`config.mk`:
```
export PLATFORM = sky130hd
export DESIGN_NAME = status_stack
export DESIGN_NICKNAME = d
export VERILOG_FILES = /design/src/rtl/status_stack.sv
export SDC_FILE = /design/constraint.sdc
export NUM_CORES = 1
export LEC_CHECK = 0
export ABC_AREA = 1
export CAP_MARGIN = 15
export CORE_AREA = 3 3 60 90
export DETAILED_ROUTE_END_ITERATION = 7
export DIE_AREA = 0 0 63 93
export PLACE_DENSITY = 0.79
export SLEW_MARGIN = 20
export SYNTH_ARGS = -nofsm -noshare
export SYNTH_HDL_FRONTEND = slang
export SYNTH_SLANG_ARGS = --single-unit
```
`constraint.sdc`:
```
create_clock -name clk -period 3.5 [get_ports clk]
set_clock_uncertainty 0.1 [all_clocks]
set_input_delay 0.7 -clock clk [delete_from_list [all_inputs] [get_ports clk]]
set_output_delay 0.7 -clock clk [all_outputs]
set_load 0.02 [all_outputs]
```
`src/rtl/status_stack.sv`:
```
// rtl/status_stack.sv - LIFO save/restore stack for the processor status word
//
// Ports:
//   clk            system clock, all state updates on rising edge
//   res            synchronous reset, active-high, highest priority
//   status_in      current status word, sampled on push
//   push           save status_in on top of stack
//   pop            remove top entry and present it on restore_status
//   err_clr        clear sticky error flags (a same-cycle error event wins)
//   restore_status registered popped value, held until the next accepted pop
//   restore_valid  one-cycle pulse per accepted pop
//   top_status     registered copy of the current top entry, 0 when empty
//   depth          number of valid entries, 0..Depth
//   empty, full    decoded from the registered depth
//   overflow_err   sticky: push refused because the stack was full
//   underflow_err  sticky: pop refused because the stack was empty

module status_stack #(
    parameter int NumStatusBits = 6,
    parameter int Depth         = 4,
    parameter int DepthBits     = 3
) (
    input  logic                     clk,
    input  logic                     res,
    input  logic [NumStatusBits-1:0] status_in,
    input  logic                     push,
    input  logic                     pop,
    input  logic                     err_clr,
    output logic [NumStatusBits-1:0] restore_status,
    output logic                     restore_valid,
    output logic [NumStatusBits-1:0] top_status,
    output logic [DepthBits-1:0]     depth,
    output logic                     empty,
    output logic                     full,
    output logic                     overflow_err,
    output logic                     underflow_err
);

    localparam int IdxBits = DepthBits - 1;

    logic [NumStatusBits-1:0] mem [Depth];

    // Depth is a power of two, so the low bits of depth address the next free
    // slot; subtracting in the narrow index width wraps correctly when full.
    logic [IdxBits-1:0] wr_idx;
    logic [IdxBits-1:0] top_idx;
    logic [IdxBits-1:0] below_idx;

    assign wr_idx    = depth[IdxBits-1:0];
    assign top_idx   = wr_idx - IdxBits'(1);
    assign below_idx = wr_idx - IdxBits'(2);

    assign empty = (depth == '0);
    assign full  = (depth == DepthBits'(Depth));

    always_ff @(posedge clk) begin
        if (res) begin
            for (int i = 0; i < Depth; i++) begin
                mem[i] <= '0;
            end
            depth          <= '0;
            restore_status <= '0;
            restore_valid  <= 1'b0;
            top_status     <= '0;
            overflow_err   <= 1'b0;
            underflow_err  <= 1'b0;
        end else begin
            restore_valid <= 1'b0;

            // Clear first so an error event later in this block overrides it.
            if (err_clr) begin
                overflow_err  <= 1'b0;
                underflow_err <= 1'b0;
            end

            case ({push, pop})
                2'b10: begin
                    if (full) begin
                        overflow_err <= 1'b1;
                    end else begin
                        mem[wr_idx] <= status_in;
                        depth       <= depth + DepthBits'(1);
                        top_status  <= status_in;
                    end
                end
                2'b01: begin
                    if (empty) begin
                        underflow_err <= 1'b1;
                    end else begin
                        restore_status <= mem[top_idx];
                        restore_valid  <= 1'b1;
                        depth          <= depth - DepthBits'(1);
                        top_status     <= (depth == DepthBits'(1)) ? '0 : mem[below_idx];
                    end
                end
                2'b11: begin
                    restore_valid <= 1'b1;
                    if (empty) begin
                        // Nothing stored: hand the incoming word straight back.
                        restore_status <= status_in;
                    end else begin
                        // Swap the top entry; depth is unchanged, so no overflow.
                        restore_status <= mem[top_idx];
                        mem[top_idx]   <= status_in;
                        top_status     <= status_in;
                    end
                end
                default: begin
                end
            endcase
        end
    end

endmodule

```
==> impl_metrics.yaml, run 1 <==
routing:
  drc: 0
  wl_um: 5780
  wl_per_cell_um: 13.9
  ant_nets: 0
  num_vias: 2155
  drtIter0Drc: 142
  viasPerCell: 5.17
  drtPass1Iterations: 4
sta:
  holdWs_ns: 0.353
  setup_viol: 0
  hold_violations: 0
  rsz0062_at_grt: "false"
  slew_headroom: 0.642
  post-route-period-util: 0.825
  tightest_slew_ns: 0.536
  slew_violations: 0
  finalSetupTns_ns: 0
  max_freq_mhz: 346
  period_minus_slack_ns: 2.89
critical_path:
  slowest_stage: "clkdlybuf4s50_1"
  cp_slowest_stage_delay_ns: 0.64
  path_depth: 5
  critPathBufInv: 3
  cp-end-kind: "output port"
  crit_type: "reg2out"
  worstPathCellList: "inv_2, ha_1, nand2_2, inv_1, clkdlybuf4s50_1"
  start_kind: "flip-flop"
  required_ns: 2.70
  crit_fanout: 12
  worstPathArrival_ns: 2.09
  crit_family: "buffers and inverters"
  rrSetupSlack_ns: 0.82
  r2r_cells: 7
power_and_ir_drop:
  ir_drop_mv: 0.190
  p_leak_uw: 0.00128
  power.density_mw_per_mm2: 470
clocking:
  cts_tree: "done"
  htreeDepth: 2
  clock_latency_ns: 0.29
  cts_buffers: 5
  cts_hold_buf: 0
  clk_root_buffer_cell: "clkbuf_8"
  cts_sinks: 42
  cts_resized: 0
  clk_pin_slew_ns: 0.08
  cts_setup_buffers: 0
  clockBufferDepth: 2
floorplan:
  die_y_um: 93
  rows: 31
  fp.coreArea_mm2: 0.00477
  ios: 31
  fp.dieArea_mm2: 0.00586
  start_util: 0.483
  die_w_um: 63
min_path:
  min_delay_path_depth: 2
  hold_class: "reg2reg"
global_route:
  grt_pass1_vias: 2163
  grt-ovfl-total: 0
  antenna_found_initial: 0
  grt_pass1_wl_um: 9770
  grt_max_degree: 38
  grt_usage: 0.213
layout:
  nNetsFinal: 365
  final_layout_size_suffix_gt1_frac: 0.0684
  nFillCells: 463
  instances_no_fill: 417
  area_growth_pct: 20.2
  n_antenna_cell: 0
logic_synthesis:
  synthTopCellsByCount: "nand2_1, inv_1, nor2_1, edfxtp_1"
  yosysSeqAreaShare: 0.470
  yosys_warnings: 0
  syn_area_per_cell_um2: 7.24
  netlist_area_mm2: 0.00230
  synth_cells: 318
  synth_top_area_frac: 0.313
  synth_flop_cell: "edfxtp_1"
  ys_ff_latch: 42
  synth_cell_types: 22
  synth_fp_nets: 333
  yosysMostFrequentCell: "nand2_1"
  async_flop_share: 0
  yosysTopAreaCell: "edfxtp_1"
  synth_edf_count: 24
  synth_area_leaders: "edfxtp_1, nand2_1, dfxtp_1"
placement:
  gp_congestion: 1.02
  dp_cells: 409
  io_buffers: 30
  dp_hpwl_um: 4290
flow_run:
  maxCapViolations: 0
run_status:
  status: "completed"
==> flip-flops by register name, summed over array words and instances, names as in the netlist <==
| name | count |
|---|---|
| depth | 3 |
| mem | 24 |
| overflow_err | 1 |
| restore_status | 6 |
| restore_valid | 1 |
| top_status | 6 |
| underflow_err | 1 |
==> cells by family after synthesis <==
| group | count (synthesis) | share of synthesized area |
|---|---|---|
| buf+inv | 52 | 0.0908 |
| flops | 42 | 0.470 |
| compound gates | 37 | 0.0826 |
| fa+ha+maj | 4 | 0.0217 |
| simple gates | 183 | 0.335 |
==> power breakdown <==
group / switching [uW] / total (uW) / internal, uW
Combinational: 216 / 333 / 117
Sequential: 22.1 / 592 / 570
Clock: 162 / 376 / 213
Total: 400 / 1300 / 901
==> cell usage in the layout (no fill, tap or decap) <==
| cell | count |
|---|---|
| nand3_1 | 20 |
| ha_1 | 4 |
| clkinv_1 | 1 |
| clkbuf_8 | 5 |
| edfxtp_1 | 24 |
| clkdlybuf4s50_1 | 30 |
| nor2_2 | 3 |
| nand4_1 | 3 |
| bufinv_16 | 1 |
| o211ai_1 | 2 |
| clkinv_2 | 1 |
| buf_4 | 2 |
| nand2_1 | 108 |
| o21ai_0 | 15 |
| nor2_1 | 40 |
| inv_1 | 40 |
| inv_2 | 3 |
| nor2_4 | 1 |
| nand2_4 | 2 |
| clkbuf_1 | 2 |
| dfxtp_1 | 18 |
| a21oi_1 | 20 |
| nand3_2 | 2 |
| nand2_2 | 4 |
==> final timing paths <==
path | startpoint | endpoint
min | restore_status[5]$_SDFFE_PP0P_ | restore_status[5]$_SDFFE_PP0P_
max | depth[1]$_SDFFE_PP0P_ | empty
max reg2reg | depth[1]$_SDFFE_PP0P_ | mem[3][5]$_DFFE_PP_
min reg2reg | restore_status[5]$_SDFFE_PP0P_ | restore_status[5]$_SDFFE_PP0P_
==> through the flow <==
stage          power, uW  instance area [um^2]  setup WS (ns)   util
2_1_floorplan        819                  2300          0.862      -
3_3_place_gp         924                  2660          0.810  0.558
3_5_place_dp         931                  2660          0.765  0.558
4_1_cts             1300                  2770          0.613  0.580
5_1_grt             1370                  2770          0.479  0.580
6_report            1300                  2770          0.611  0.580
==> worst min-delay path: cells and delay by family (launching register included) <==
family,cells,cell delay (ns)
AND/OR/NAND/NOR,2,0.10
flip-flops,1,0.31
==> routing by layer <==
metal	vias to the layer above	global-route usage	share of wire
met2	104	0.380	0.52
met4	0	0.149	0.050
met5	-	0	0
li1	1062	-	-
met3	20	0.0325	0.056
met1	969	0.227	0.38
==> final cells by class <==
cell class	instances	area [um^2]	share of cell area
sequential	42	1080	0.391
multi-input combinational	224	1010	0.366
timing repair buffer	32	315	0.114
inverter	45	170	0.0615
tap	66	82.6	0.0298
clock buffer	7	76.3	0.0276
clock inverter	1	30.0	0.0108
(Power assumes the default switching activity.)
==> run 2: changes to the inputs <==
Clock period 3.5 ns to 2.85 ns, I/O delays scaled along.
==> run 2 against run 1 <==
Against the previous run: core utilization rose by 0.76 points; sequential share of layout area decreased by 0.51 points; final cell count increased by 0.96%; clock-buffer cell count decreased by 1; die area unchanged; hold slack about the same; largest power group unchanged; flip-flop and latch count did not move; the flow now finishes with violations (DRC); final area up 1.3%; wire length down 3.3%.
==> impl_metrics.yaml, run 2 (synthesis results as in run 1) <==
run_status:
  status: "finished with violations"
  violations: "DRC"
power_and_ir_drop:
  power_frac_comb: 0.255
  power.density_mw_per_mm2: 570
  p_int_uw: 1110
  p_leak_uw: 0.00130
  seq_power_share: 0.455
  switching_share: 0.305
  power.share.clock: 0.290
  p_sw_uw: 488
  ir_drop_mv: 0.234
routing:
  ant_nets: 0
  viasPerCell: 5.09
  wl_um: 5600
  wl_per_cell_um: 13.3
  drtPass1Iterations: 6
  num_vias: 2144
  drtIter0Drc: 131
  drc: 1
sta:
  period_minus_slack_ns: 2.69
  rsz0062_at_grt: "false"
  finalSetupTns_ns: 0
  hold_violations: 0
  slew_headroom: 0.658
  max_freq_mhz: 372
  tightest_slew_ns: 0.513
  slew_violations: 0
  setup_viol: 0
  post-route-period-util: 0.944
  postLayoutSetupSlackWorst_ns: 0.160
clocking:
  cts_tree: "done"
  htreeDepth: 2
  clk_root_buffer_cell: "clkbuf_8"
  clockBufferDepth: 2
  cts_resized: 0
  cts_hold_buf: 0
  cts_sinks: 42
  cts_setup_buffers: 0
  clock_latency_ns: 0.29
  cts_buffers: 5
  clk_pin_slew_ns: 0.08
placement:
  gp_congestion: 0.969
  io_buffers: 30
  place_area_mm2: 0.00269
  dpl_worst_slack_ns: 0.247
  dp_hpwl_um: 4390
critical_path:
  required_ns: 2.18
  start_kind: "flip-flop"
  crit_type: "reg2out"
  worstPathArrival_ns: 2.02
  crit_fanout: 12
  cp-end-kind: "output port"
floorplan:
  ios: 31
  fp.coreArea_mm2: 0.00477
  rows: 31
  die_y_um: 93
  start_util: 0.483
  fp.dieArea_mm2: 0.00586
  die_w_um: 63
layout:
  final_util: 0.588
  nFillCells: 443
  top_register: "mem"
  stdcell_area_mm2: 0.00280
  layout_common_cells: "nand2_1, inv_1, nor2_1"
  n_antenna_cell: 0
  nNetsFinal: 369
  area_growth_pct: 21.8
  largest_reg_flops: 24
  mostFrequentLayoutCell: "nand2_1"
  final_layout_size_suffix_gt1_frac: 0.0817
  reg_top3: "mem x24, restore_status x6, top_status x6"
flow_run:
  maxCapViolations: 0
global_route:
  grt_pass1_vias: 1978
  grt-ovfl-total: 0
  grt_pass1_wl_um: 8960
  grt_max_degree: 38
  grt_usage: 0.201
  antenna_found_initial: 0
min_path:
  hold_class: "reg2reg"
-- run 2: critical path, stage by stage (launching register included) --
cell	delay, ns
dfxtp_1	0.54
inv_4	0.13
ha_1	0.23
nand2_2	0.14
inv_1	0.13
clkdlybuf4s50_1	0.56
-- run 2: power groups by stage --
stage          Combinational [uW]  Sequential (uW)  Clock, uW
2_1_floorplan                 238              767          0
3_3_place_gp                  400              739          0
3_5_place_dp                  404              742          0
4_1_cts                       406              728        470
5_1_grt                       451              737        490
6_report                      408              729        463
-- run 2: path summary, 6_finish.rpt --
kind,startpoint,to,slack [ns],depth (start not counted)
setup / recovery,depth[1]$_SDFFE_PP0P_,empty,0.16,5
hold reg to reg,restore_status[2]$_SDFFE_PP0P_,restore_status[2]$_SDFFE_PP0P_,0.35,2
hold / removal,restore_status[2]$_SDFFE_PP0P_,restore_status[2]$_SDFFE_PP0P_,0.35,2
setup reg to reg,depth[1]$_SDFFE_PP0P_,mem[3][0]$_DFFE_PP_,0.50,7
-- run 2: area by class of cell --
type                       count  area (um^2)  area share
multi-input combinational    224         1010       0.361
tap                           66         82.6      0.0295
clock inverter                 2         37.5      0.0134
sequential                    42         1080       0.386
inverter                      45          173      0.0616
clock buffer                   6         72.6      0.0259
timing repair buffer          36          345       0.123
-- run 2: per-layer routing --
layer / GRT usage / share of wire / vias to the layer above
met5: 0 / 0 / -
met4: 0.158 / 0.066 / 0
met3: 0.0325 / 0.054 / 29
met2: 0.349 / 0.49 / 93
met1: 0.214 / 0.39 / 947
li1: - / - / 1075
-- run 2: per-stage QoR --
step | hold slack, ns | total power [uW] | instances
floorplan | 0.427 | 1010 | 318
global placement | 0.337 | 1140 | 413
detailed placement | 0.340 | 1150 | 413
CTS | 0.356 | 1600 | 421
global route | 0.381 | 1680 | 421
finish | 0.354 | 1600 | 421
==> run 3: changes to the inputs <==
Settings changed: CELL_PAD_IN_SITES_DETAIL_PLACEMENT set to 0, CELL_PAD_IN_SITES_GLOBAL_PLACEMENT set to 1, CORE_AREA 3 3 60 90 to 2 2 66 100, DIE_AREA 0 0 63 93 to 0 0 68 102, PLACE_DENSITY 0.79 to 0.84, SKIP_CTS_REPAIR_TIMING set to 1.
==> run 3 against run 2 <==
Against the previous run: via count decreased by 2.7%; clock power increased by 18%; fmax increased by 8.5%; global-route usage decreased by 0.18 points; flip-flop and latch count unchanged; the run now ends clean; critical path type unchanged; clock-buffer cell count increased by 1; worst setup slack improved by 0.21 ns; largest power group unchanged; sequential share of layout area decreased by 0.68 points.
==> impl_metrics.yaml, run 3 (synthesis results as in run 1) <==
sta:
  period_minus_slack_ns: 2.48
  tightest_slew_ns: 0.512
  rsz0062_at_grt: "false"
  slew_violations: 0
  post-route-period-util: 0.870
  slew_headroom: 0.658
  max_freq_mhz: 403
  finalSetupTns_ns: 0
  hold_violations: 0
  setup_viol: 0
  postLayoutSetupSlackWorst_ns: 0.371
global_route:
  grt_pass1_wl_um: 9980
  antenna_found_initial: 0
  grt_max_degree: 38
  grt_pass1_vias: 2107
  grt-ovfl-total: 0
  grt_usage: 0.199
layout:
  largest_reg_flops: 24
  final_layout_size_suffix_gt1_frac: 0.0896
  reg_top3: "mem x24, restore_status x6, top_status x6"
  nFillCells: 639
  top_register: "mem"
  n_antenna_cell: 0
  final_util: 0.472
  area_growth_pct: 24.0
  nNetsFinal: 371
  layout_common_cells: "nand2_1, inv_1, nor2_1"
  mostFrequentLayoutCell: "nand2_1"
routing:
  drtPass1Iterations: 4
  ant_nets: 0
  drtIter0Drc: 140
  wl_per_cell_um: 14.3
  viasPerCell: 4.84
  drc: 0
  num_vias: 2086
  wl_um: 6150
floorplan:
  die_w_um: 68
  fp.coreArea_mm2: 0.00604
  fp.dieArea_mm2: 0.00694
  start_util: 0.381
  die_y_um: 102
  rows: 35
  ios: 31
min_path:
  hold_class: "reg2reg"
  min_delay_path_depth: 2
  hold_start: "restore_status[4]$_SDFFE_PP0P_"
  holdPathEnd: "restore_status[4]$_SDFFE_PP0P_"
placement:
  gp_congestion: 0.868
  dp_hpwl_um: 4680
  dpl_worst_slack_ns: 0.303
  io_buffers: 30
power_and_ir_drop:
  power.density_mw_per_mm2: 598
  p_leak_uw: 0.00133
  ir_drop_mv: 0.277
critical_path:
  crit_fanout: 7
  rrSetupSlack_ns: 0.81
  worstPathArrival_ns: 1.81
  cp-end-kind: "output port"
  start_kind: "flip-flop"
  r2r_end: "mem[3][2]$_DFFE_PP_"
  slowest_stage: "clkdlybuf4s50_1"
  crit_type: "reg2out"
  cp_slowest_stage_delay_ns: 0.64
  r2r_cells: 8
  r2r-start: "depth[0]$_SDFFE_PP0P_"
  worstPathCellList: "inv_2, ha_1, nand2_2, inv_1, clkdlybuf4s50_1"
  required_ns: 2.18
clocking:
  cts_tree: "done"
  clk_root_buffer_cell: "clkbuf_8"
  clock_latency_ns: 0.29
  cts_buffers: 5
  clockBufferDepth: 2
  htreeDepth: 2
  clk_pin_slew_ns: 0.08
  cts_sinks: 42
run_status:
  status: "completed"
flow_run:
  maxCapViolations: 0
-- run 3: worst max-delay path by stage --
stage | from | endpoint | cells after the start
2_1_floorplan | depth[0]$_SDFFE_PP0P_ | mem[3][0]$_DFFE_PP_ | 10
3_3_place_gp | push | mem[1][2]$_SDFFCE_PN0P_ | 8
3_5_place_dp | push | mem[1][1]$_SDFFCE_PN0P_ | 8
5_1_grt | depth[1]$_SDFFE_PP0P_ | empty | 5
6_report | depth[1]$_SDFFE_PP0P_ | empty | 5
4_1_cts | depth[1]$_SDFFE_PP0P_ | empty | 5
-- run 3: per-stage QoR --
| step | power, uW | area [um^2] | hold slack, ns | std cells |
|---|---|---|---|---|
| CTS | 1720 | 2850 | 0.361 | 431 |
| floorplan | 1010 | 2300 | 0.427 | 318 |
| global placement | 1170 | 2720 | 0.338 | 423 |
| global route | 1800 | 2850 | 0.375 | 431 |
| detailed placement | 1170 | 2720 | 0.345 | 423 |
| finish | 1710 | 2850 | 0.353 | 431 |
-- run 3: critical path, delay by kind of cell (launching register included) --
family	cells	cell delay (ns)
fa+ha+maj	1	0.18
flops	1	0.32
buf+inv	3	0.89
simple gates	1	0.12
-- run 3: area by class of cell --
type	count	area, um^2	area share
clock buffer	7	108	0.0377
timing repair buffer	38	360	0.126
inverter	45	170	0.0596
multi-input combinational	224	1010	0.355
clock inverter	1	30.0	0.0105
tap	74	92.6	0.0324
sequential	42	1080	0.379
-- run 3: routing by layer --
layer  wire, um  global-route usage  share of wire  up-vias
met4        163              0.0800          0.027        0
met5          0                   0              0        -
li1           -                   -              -     1076
met1       2450               0.232           0.40      948
met3        262              0.0275          0.043       10
met2       3280               0.358           0.53       52
-- run 3: report_power, final --
group | total, uW | internal (uW) | switching [uW]
sequential | 726 | 700 | 26.1
combinational | 433 | 155 | 278
clock | 547 | 338 | 209
total | 1710 | 1190 | 513
